**src/rtl/tl45_hazard_ctrl.sv**
```systemverilog
// tl45_hazard_ctrl
//   Front-end hazard sequencer for the tl45 pipeline. Keeps an in-order FIFO
//   of destination registers for every instruction issued past decode, stalls
//   decode on read-after-write hazards or a full FIFO, and squashes younger
//   entries plus drives a timed flush when execute redirects.
//
// Handshake: decode presents an instruction with i_dec_valid. It is accepted
//   (o_issue=1) in the same cycle only when the controller is in RUN, no
//   redirect is happening, there is no hazard and the FIFO has room;
//   otherwise o_pipe_stall holds decode (except during a flush, which
//   dominates). Writeback retires the FIFO head with i_wb_valid; it is never
//   back-pressured.
//
// Ports:
//   i_clk, i_reset         clock, synchronous active-high reset
//   i_dec_valid/dr/sr1/sr2 decoded instruction (register 0 = none)
//   i_wb_valid, i_wb_dr    retire of the oldest in-flight instruction
//   i_ex_redirect, i_ex_keep  taken control transfer; oldest entries to keep
//   o_pipe_stall, o_pipe_flush  decode/upstream hold and squash
//   o_issue                decode instruction accepted this cycle
//   o_busy_mask            per-register pending-write bitmap
//   o_sb_err               registered pulse on a retire protocol violation
//   o_pipe_flush doubles as the FSM state (1 = FLUSH).
module tl45_hazard_ctrl #(
  parameter int DEPTH        = 4,
  parameter int FLUSH_CYCLES = 2
) (
  input  logic                       i_clk,
  input  logic                       i_reset,
  input  logic                       i_dec_valid,
  input  logic [3:0]                 i_dec_dr,
  input  logic [3:0]                 i_dec_sr1,
  input  logic [3:0]                 i_dec_sr2,
  input  logic                       i_wb_valid,
  input  logic [3:0]                 i_wb_dr,
  input  logic                       i_ex_redirect,
  input  logic [$clog2(DEPTH):0]     i_ex_keep,
  output logic                       o_pipe_stall,
  output logic                       o_pipe_flush,
  output logic                       o_issue,
  output logic [15:0]                o_busy_mask,
  output logic                       o_sb_err
);

  localparam int PTR_W = $clog2(DEPTH);
  localparam int CNT_W = PTR_W + 1;

  typedef enum logic {ST_RUN = 1'b0, ST_FLUSH = 1'b1} state_t;

  state_t             r_state, w_state_next;
  logic [2:0]         r_flush_cnt, w_flush_cnt_next;
  logic [3:0]         r_fifo_dr [DEPTH];
  logic [PTR_W-1:0]   r_head, r_tail;
  logic [CNT_W-1:0]   r_count;
  logic               r_sb_err;

  logic [15:0]        w_busy_mask;
  logic               w_hazard, w_full, w_can, w_push, w_pop, w_err;
  logic [CNT_W-1:0]   w_kept, w_redir_count;
  logic [PTR_W-1:0]   w_head_next;

  // Busy bitmap is built only from registered FIFO contents: a retire in
  // cycle N frees its register in cycle N+1.
  always_comb begin
    w_busy_mask = '0;
    for (int k = 0; k < DEPTH; k++) begin
      if (CNT_W'(k) < r_count) w_busy_mask[r_fifo_dr[r_head + PTR_W'(k)]] = 1'b1;
    end
    w_busy_mask[0] = 1'b0;
  end

  assign w_hazard = (i_dec_sr1 != 4'd0 && w_busy_mask[i_dec_sr1]) ||
                    (i_dec_sr2 != 4'd0 && w_busy_mask[i_dec_sr2]);
  assign w_full   = (r_count == CNT_W'(DEPTH));
  assign w_can    = i_dec_valid && (r_state == ST_RUN) && !i_ex_redirect;
  assign w_push   = w_can && !w_hazard && !w_full;
  assign w_pop    = i_wb_valid && (r_count != '0);
  // Empty-FIFO retire and a destination mismatch are both flagged.
  assign w_err    = i_wb_valid && ((r_count == '0) || (i_wb_dr != r_fifo_dr[r_head]));

  // Redirect: keep the oldest min(keep, count) entries, minus one retiring
  // from the head this same cycle, never below zero.
  assign w_kept        = (i_ex_keep < r_count) ? i_ex_keep : r_count;
  assign w_redir_count = w_pop ? ((w_kept == '0) ? '0 : w_kept - CNT_W'(1)) : w_kept;
  assign w_head_next   = w_pop ? r_head + PTR_W'(1) : r_head;

  // Next-state logic; a redirect in either state (re)loads the flush timer.
  always_comb begin
    w_state_next     = r_state;
    w_flush_cnt_next = r_flush_cnt;
    if (i_ex_redirect) begin
      w_state_next     = ST_FLUSH;
      w_flush_cnt_next = 3'(FLUSH_CYCLES - 1);
    end else if (r_state == ST_FLUSH) begin
      if (r_flush_cnt == 3'd0) begin
        w_state_next = ST_RUN;
      end else begin
        w_flush_cnt_next = r_flush_cnt - 3'd1;
      end
    end
  end

  always_ff @(posedge i_clk) begin
    if (i_reset) begin
      r_state     <= ST_RUN;
      r_flush_cnt <= 3'd0;
      r_head      <= '0;
      r_tail      <= '0;
      r_count     <= '0;
      r_sb_err    <= 1'b0;
    end else begin
      r_state     <= w_state_next;
      r_flush_cnt <= w_flush_cnt_next;
      r_sb_err    <= w_err;
      r_head      <= w_head_next;
      if (i_ex_redirect) begin
        // Pointer arithmetic wraps; a full retained FIFO leaves tail == head.
        r_tail  <= w_head_next + w_redir_count[PTR_W-1:0];
        r_count <= w_redir_count;
      end else begin
        if (w_push) r_tail <= r_tail + PTR_W'(1);
        case ({w_push, w_pop})
          2'b10:   r_count <= r_count + CNT_W'(1);
          2'b01:   r_count <= r_count - CNT_W'(1);
          default: r_count <= r_count;
        endcase
      end
    end
  end

  // Entry storage needs no reset: only slots inside [head, head+count) are read.
  always_ff @(posedge i_clk) begin
    if (!i_reset && w_push) r_fifo_dr[r_tail] <= i_dec_dr;
  end

  assign o_pipe_stall = w_can && (w_hazard || w_full);
  assign o_issue      = w_push;
  assign o_pipe_flush = (r_state == ST_FLUSH);
  assign o_busy_mask  = w_busy_mask;
  assign o_sb_err     = r_sb_err;

endmodule

```
**config.mk**
```make
export PLATFORM = sky130hd
export DESIGN_NAME = tl45_hazard_ctrl
export DESIGN_NICKNAME = d
export VERILOG_FILES = /design/src/rtl/tl45_hazard_ctrl.sv
export SDC_FILE = /design/constraint.sdc
export NUM_CORES = 1
export LEC_CHECK = 0
export ABC_AREA = 1
export BUFFER_PORTS_ARGS = -buffer_cell sky130_fd_sc_hd__buf_2
export CELL_PAD_IN_SITES_DETAIL_PLACEMENT = 2
export CELL_PAD_IN_SITES_GLOBAL_PLACEMENT = 2
export CORE_ASPECT_RATIO = 0.75
export CORE_MARGIN = 10
export CORE_UTILIZATION = 33
export CTS_CLUSTER_DIAMETER = 200
export DETAILED_ROUTE_END_ITERATION = 10
export PLACE_DENSITY_LB_ADDON = 0.1
export SLEW_MARGIN = 20
export SYNTH_ARGS = -nofsm -noshare
export SYNTH_HDL_FRONTEND = slang
export SYNTH_SLANG_ARGS = --single-unit
```
**constraint.sdc**
```tcl
create_clock -name i_clk -period 6.1 [get_ports i_clk]
set_clock_uncertainty 0.2 [all_clocks]
set_input_delay 0.305 -clock i_clk [delete_from_list [all_inputs] [get_ports i_clk]]
set_output_delay 0.305 -clock i_clk [all_outputs]
set_load 0.01 [all_outputs]
```
; After elaboration in Yosys (flattened, before gate mapping)
; Memories as Yosys holds them, arrays and structs flattened. A register that Yosys moved wholly into a read port is not among the register bits.
; Cells that the tools add are included.
[word_totals]
ff_bits = 12
n_memories = 1
mem_bits_rw = 16
[classes]
n_bitwise = 5
reduce_logical = 33
order_cmp = 15
n_eq_ne = 5
addsub = 9
mux = 33
[memory_table]
columns = memory, depth, width, read_ports, rd_ports_with_merged_regs, wr, line
row1 = r_fifo_dr, 4, 4, 4, 1, 1, 52  ; logic [3:0] r_fifo_dr [DEPTH];
[ops]
columns = cell, count
row1 = $mux W16, 4
row2 = $or A16 B16 Y16, 3
row3 = $lt A4 B5 Y1 const B, 6
row4 = $demux W1 S4, 4
row5 = $ge A4 B1 Y1 const B, 4
row6 = $logic_and A1 B1 Y1, 14
row7 = $mux W1, 14
row8 = $mux W3, 4
row9 = $logic_not A3 Y1, 3
row10 = $sub A3 B1 Y3 const B, 3
row11 = $bmux W1 S4, 2
row12 = $mux W2, 4
row13 = $reduce_bool A4 Y1, 2
row14 = $lt A1 B3 Y1 const A, 2
row15 = $lt A2 B3 Y1 const A, 2
row16 = $pmux W3 S2, 1
row17 = $reduce_bool A3 Y1, 2
row18 = $add A2 B1 Y2 const B, 2
row19 = $add A2 B2 Y2 const B, 2
row20 = $logic_not A1 Y1, 4
row21 = $ne A4 B4 Y1, 1
row22 = $reduce_and A2 Y1, 2
row23 = $reduce_bool A2 Y1, 2
row24 = $add A3 B1 Y3 const B, 1
row25 = other kinds (9), 12

; Logic depth before layout (Yosys ltp)
; An unclocked memory read counts as a cell.
[logic_depth]
ltp_word = 22
mapped_depth = 25
depth_no_buf = 24

; Worst setup path after synthesis
; OpenSTA, ideal clock, no wires.
[synth_path]
path_kind = flip-flop to flip-flop
from = register r_head[0]
to = memory r_fifo_dr[0][0], enable pin
n_path_buf = 2
path_stages_with_launch = 19
synth_period_minus_slack_ns = 2.798
arrival_ns = 2.231
required_time_ns = 5.533
path_slack_ns = 3.302
cell_sequence = dfxtp_1 > inv_2 > buf_6 > buf_6 > nand2_1 > nand3_1 > nand2_2 > inv_2 > nand2_2 > nor2_1 > nor2_2 > nand2_1 > o21ai_1 > nor2_1 > nor2_1 > nor2_2 > nor2_4 > nand3_4 > nor3b_1
[synth_via]
elab_chain_len = 22
elab_cells_between_ends = 38
classes_between = add/sub (3) / order compare (6) / mux (15) / bitwise (3) / reduce/logical (10) / memory (1)
[synth_lines]
columns = item, line
row1 = "start, declared", 53  ; logic [PTR_W-1:0] r_head, r_tail;
row2 = "start signal, assigned", 115  ; r_head <= w_head_next;
row3 = $add A2 B1 Y2, 67  ; if (CNT_W'(k) < r_count) w_busy_mask[r_fifo_dr[r_head + PTR_W'(k)]] = 1'b1;
row4 = $mem_v2 Z4 W4 *, --
row5 = $lt A4 B5 Y1 (implied by the code) / $ge A4 B1 Y1 (equally long branches), 67
row6 = $logic_and A1 B1 Y1 (implied by the code), 67
row7 = $mux W1 (implied by the code), 67
row8 = $demux W1 S4, 67
row9 = $or A16 B16 Y16 (no line), --
row10 = $mux W16, 67
row11 = (+4 left out), --
row12 = net o_busy_mask[8], 41  ; output logic [15:0] o_busy_mask,
row13 = (+1 left out), --
row14 = $mux W1 (on tied branches), "72, 73"
row15 = $logic_and A1 B1 Y1 (on tied branches), "72, 73"
row16 = $logic_or A1 B1 Y1 *, 72  ; assign w_hazard = (i_dec_sr1 != 4'd0 && w_busy_mask[i_dec_sr1]) ||
row17 = $logic_not A1 Y1 *, 76  ; assign w_push = w_can && !w_hazard && !w_full;
row18 = $logic_and A1 B1 Y1 * (2 in series), 76
row19 = $logic_and A1 B1 Y1 *, 133  ; if (!i_reset && w_push) r_fifo_dr[r_tail] <= i_dec_dr;
row20 = $mux W1 *, 133
row21 = $mux W1 (implied by the code) *, 133
row22 = "end, declared", 52
; The timed path passes the listed nets; every way through them passes the cells marked *. The select of a mux whose other input is x is not followed.

; Worst setup path in the final report
[layout_path]
from = register r_head[0]
to = memory r_fifo_dr[3][3], enable pin
[layout_via]
elab_chain_len = 22
elab_cells_between_ends = 38
classes_between = add/sub (3) / order compare (6) / mux (15) / bitwise (3) / reduce/logical (10) / memory (1)
[layout_lines]
columns = item, line
row1 = $add A2 B1 Y2, 67
row2 = $mem_v2 Z4 W4 *, --
row3 = $lt A4 B5 Y1 (implied by the code) / $ge A4 B1 Y1 (equally long branches), 67
row4 = $logic_and A1 B1 Y1 (implied by the code), 67
row5 = $mux W1 (implied by the code), 67
row6 = $demux W1 S4, 67
row7 = $or A16 B16 Y16 (no line), --
row8 = $mux W16, 67
row9 = (+5 left out), --
row10 = $mux W1 (on tied branches), "72, 73"
row11 = $logic_and A1 B1 Y1 (on tied branches), "72, 73"
row12 = $logic_or A1 B1 Y1 *, 72
row13 = $logic_not A1 Y1 *, 76
row14 = $logic_and A1 B1 Y1 * (2 in series), 76
row15 = $logic_and A1 B1 Y1 *, 133
row16 = $mux W1 *, 133
row17 = $mux W1 (implied by the code) *, 133
; Every way passes the cells marked *; elsewhere a longest branch is shown, timed or not. The select of a mux whose other input is x is not followed.

==> results.md <==
- CP max FO: 29
- Placed Instances: 754
- Clk_lat worst skew: 0.26 ns
- Initial antenna violation count: 0
- Residual overflow from global routing: 0
- GR Util All Layers: between 15 and 20%
- Mapped Area: ~0.0034 mm²
- CTS tree: yes
- Slew margin rel.: between 30 and 40%
- DRT Pass-1 Iters: 4
- Vias per cell: roughly 5.1
- Hold path endpoint: r_fifo_dr[2][2]$_DFFE_PP_
- Max Cap Viol: 0
- Vias in the first global route: 4248
- Worst r2r path cells: 18
- Setup TNS: 0 ns
- Largest net degree at the start of global routing: 30
- Post-layout instance area: between 0.003 and 0.004 mm²
- Cts repair resizes: 0
- Slowest cell delay on critical path: about 0.94 ns
- Port bufs: 42
- Post-synthesis instance total: 594
- Power per cell area: between 200 and 300 mW/mm²
- Setup-failing EPs final: 0
- Num Clock Sinks: 28
- Initial Util: 34.4%
- DRT antenna net count: 0
- Max Buffers Root-to-Sink: 2
- Leakage: between 1.5 and 2 nW
- First-pass GRT wire length: approximately 23000 µm
- Worst Setup Start Kind: flip-flop
- Synthesis-stage register bit count: 28
- Crit path capture type: flip-flop
- Post-synthesis sequential area ratio: a little over a fifth
- Final hold violation count: 0
- Cell Area, Placed: approximately 0.0036 mm²
- Crit path max-delay family: simple AND/OR/NAND/NOR gates
- Worst Hold Slack: just over 0.08 ns
- Area leader, netlist: nand2_1
- Die area: ~0.015 mm²
- WL final: between 10000 and 15000 µm
- Drt drc: 0
- R2R setup slack: 1.56 ns
- H-tree depth: 1
- Area Overhead vs Synth: 10.7%
- Total Power: about 1.1 mW
- Mapped Nets: roughly 630
- RSZ-0062 raised after global routing: no
- Die H: 108 µm
- Setup repair bufs after CTS: 0
- Synth top area cells: nand2_1, edfxtp_1, nor2_1
- Cell chain of the critical path: inv_2 > nand2_1 > nand2_2 > nand2_1 > nand2_1 > inv_1 > nor2_1 > nand2_1 > nand2_1 > nor2_1 > nor2_1 > nor2_1 > nand3_1 > nand2_1 > nand2_2 > nor2_4 > nand3_4 > nor3b_1
- Ys Warns: 0
- Crit path arrival time: 4.24 ns
- Post-route clock period utilization: approximately three quarters
- Horiz. Die Dim: 137 µm
- CTS root buffer: clkbuf_16
- Post-CTS Hold Fix Bufs: 0
- Min-Delay Path Depth: 1
- Worst Hold Class: input port to flip-flop
- Nets: 667
- Num ports: 44
- WP buf/inv: 2
- Max Fclk: 0.220 GHz
- CTS Buf Count: 3
- Worst slew pin tran: 0.947 ns
- Post-DP HPWL: approximately 12000 µm
- DR vias: ~3.9k
- Crit path kind: flip-flop to flip-flop
- Area share of the largest cell type after synthesis: 22.4%
- Netlist cell types: 33
- Synthesized area per cell: 5.70 µm²
- Req. time, crit path: 5.80 ns
- Final std cells w/o fill: 758
- CTS clk-pin slew, worst paths: around 0.07 ns
- Crit path max-delay cell type: dfxtp_1
- Capturing point of the worst reg2reg path: r_fifo_dr[3][3]$_DFFE_PP_
- Cell mode on critical path: nand2_1
- Initial drt markers: approximately 190
- Final Max Tran Viols: 0
- Max IR drop VDD: 0.161 mV
- # diodes: 0
- Placer Congestion: 0.966
- Core area: 0.00985 mm²
- Period minus WS final: 4.54 ns
- Status: complete, no violations
- # rows: 31
- Hold path start: i_dec_dr[2]
- FF-to-FF Start: r_head[0]$_SDFF_PP0_
- Layout cells sized above 1: between 10% and 20%
- Wire length per cell after detailed routing: roughly 19 µm
==> worst max-delay path by stage <==
stage                                 to                  from  depth (start not counted)  slack [ns]
4_1_cts        r_fifo_dr[1][0]$_DFFE_PP_  r_head[0]$_SDFF_PP0_                         18        1.50
6_report       r_fifo_dr[3][3]$_DFFE_PP_  r_head[0]$_SDFF_PP0_                         18        1.56
5_1_grt        r_fifo_dr[1][2]$_DFFE_PP_  r_head[0]$_SDFF_PP0_                         16        1.07
3_3_place_gp   r_fifo_dr[2][0]$_DFFE_PP_  r_head[0]$_SDFF_PP0_                         18        1.93
2_1_floorplan  r_fifo_dr[0][0]$_DFFE_PP_  r_head[0]$_SDFF_PP0_                         18        3.30
3_5_place_dp   r_fifo_dr[1][0]$_DFFE_PP_  r_head[0]$_SDFF_PP0_                         18        1.56
==> cells in the mapped netlist <==
cell,n
a2111oi_0,1
a211oi_1,1
a21oi_1,15
a21oi_2,1
a31oi_1,1
buf_2,4
buf_4,4
buf_6,6
conb_1,1
dfxtp_1,12
edfxtp_1,16
ha_1,16
inv_1,65
inv_2,7
nand2_1,202
nand2_2,17
nand2_4,1
nand3_1,64
nand3_2,5
nand3_4,2
nand4_1,5
nor2_1,116
nor2_2,5
nor2_4,1
nor3_1,2
nor3b_1,4
o211ai_1,2
o21ai_0,7
o21ai_1,2
o21ai_2,1
o22ai_1,1
xnor2_1,1
xor2_1,6
==> layer usage <==
metal / track usage, % / part of all wire [%] / vias to the layer above / wire length (µm)
met4: 1.65 / 0.63 / 0 / 89
met2: 31.1 / 45 / 57 / 6310
li1: - / - / 1914 / -
met3: 3.26 / 4.7 / 8 / 666
met1: 27.3 / 50 / 1904 / 7000
met5: 0 / 0 / - / 0
==> logic make-up after synthesis <==
kind of cell	after synthesis	share of synthesized area [%]
other	1	0.111
and+or+nand+nor	424	54.1
adders and majority gates	16	5.91
AOI/OAI and AO/OA	32	5.36
buffers and inverters	86	11.5
DFF	28	21.3
xor gates and xnor gates	7	1.81
==> area by class of cell <==
class	instances	area, µm²
Timing Repair Buffer	42	210
Clock buffer	3	75.1
Tap cell	132	165
Fill cell	1346	6100
Multi-Input combinational cell	480	2280
Inverter	72	270
Sequential cell	28	721
Clock inverter	1	30.0
==> through the flow <==
stage	util (%)	setup WS, ns
5_1_grt	38.0	1.07
3_5_place_dp	37.0	1.56
6_report	38.0	1.56
3_3_place_gp	37.0	1.93
4_1_cts	38.0	1.50
2_1_floorplan	-	3.30
==> state kept, by name, indices dropped and copies added, names as in the netlist <==
signal        cells
o_pipe_flush      1
o_sb_err          1
r_count           3
r_fifo_dr        16
r_flush_cnt       3
r_head            2
r_tail            2
==> power by group <==
group | switching (mW) | internal, mW | total (mW)
Combinational | 0.490 | 0.191 | 0.681
Sequential | 0.0336 | 0.211 | 0.245
Clock | 0.0637 | 0.131 | 0.194
Total | 0.587 | 0.533 | 1.12
==> worst reg2reg max path: cells and delay by family, from the launching register on <==
family,cells,cell delay [ns]
buffers and inverters,2,0.60
flip-flops,1,0.94
AND/OR/NAND/NOR,16,2.43
==> cell usage in the layout (no fill, tap or decap) <==
cell,count
dfxtp_1,12
a211oi_1,1
inv_2,7
clkbuf_16,3
nand2_1,202
nor3b_1,4
nand3_1,64
nor2_4,1
ha_1,16
conb_1,1
bufinv_16,1
o21ai_2,1
a31oi_1,1
a21oi_1,15
o22ai_1,1
xor2_1,6
a21oi_2,1
nand2_2,17
nor2_1,116
a2111oi_0,1
nand3_4,2
nand2_4,1
nor2_2,5
o21ai_1,2
nand4_1,5
o211ai_1,2
inv_1,65
edfxtp_1,16
xnor2_1,1
nor3_1,2
buf_2,42
nand3_2,5
o21ai_0,7
Note: power is estimated with default switching activity, not from simulation.
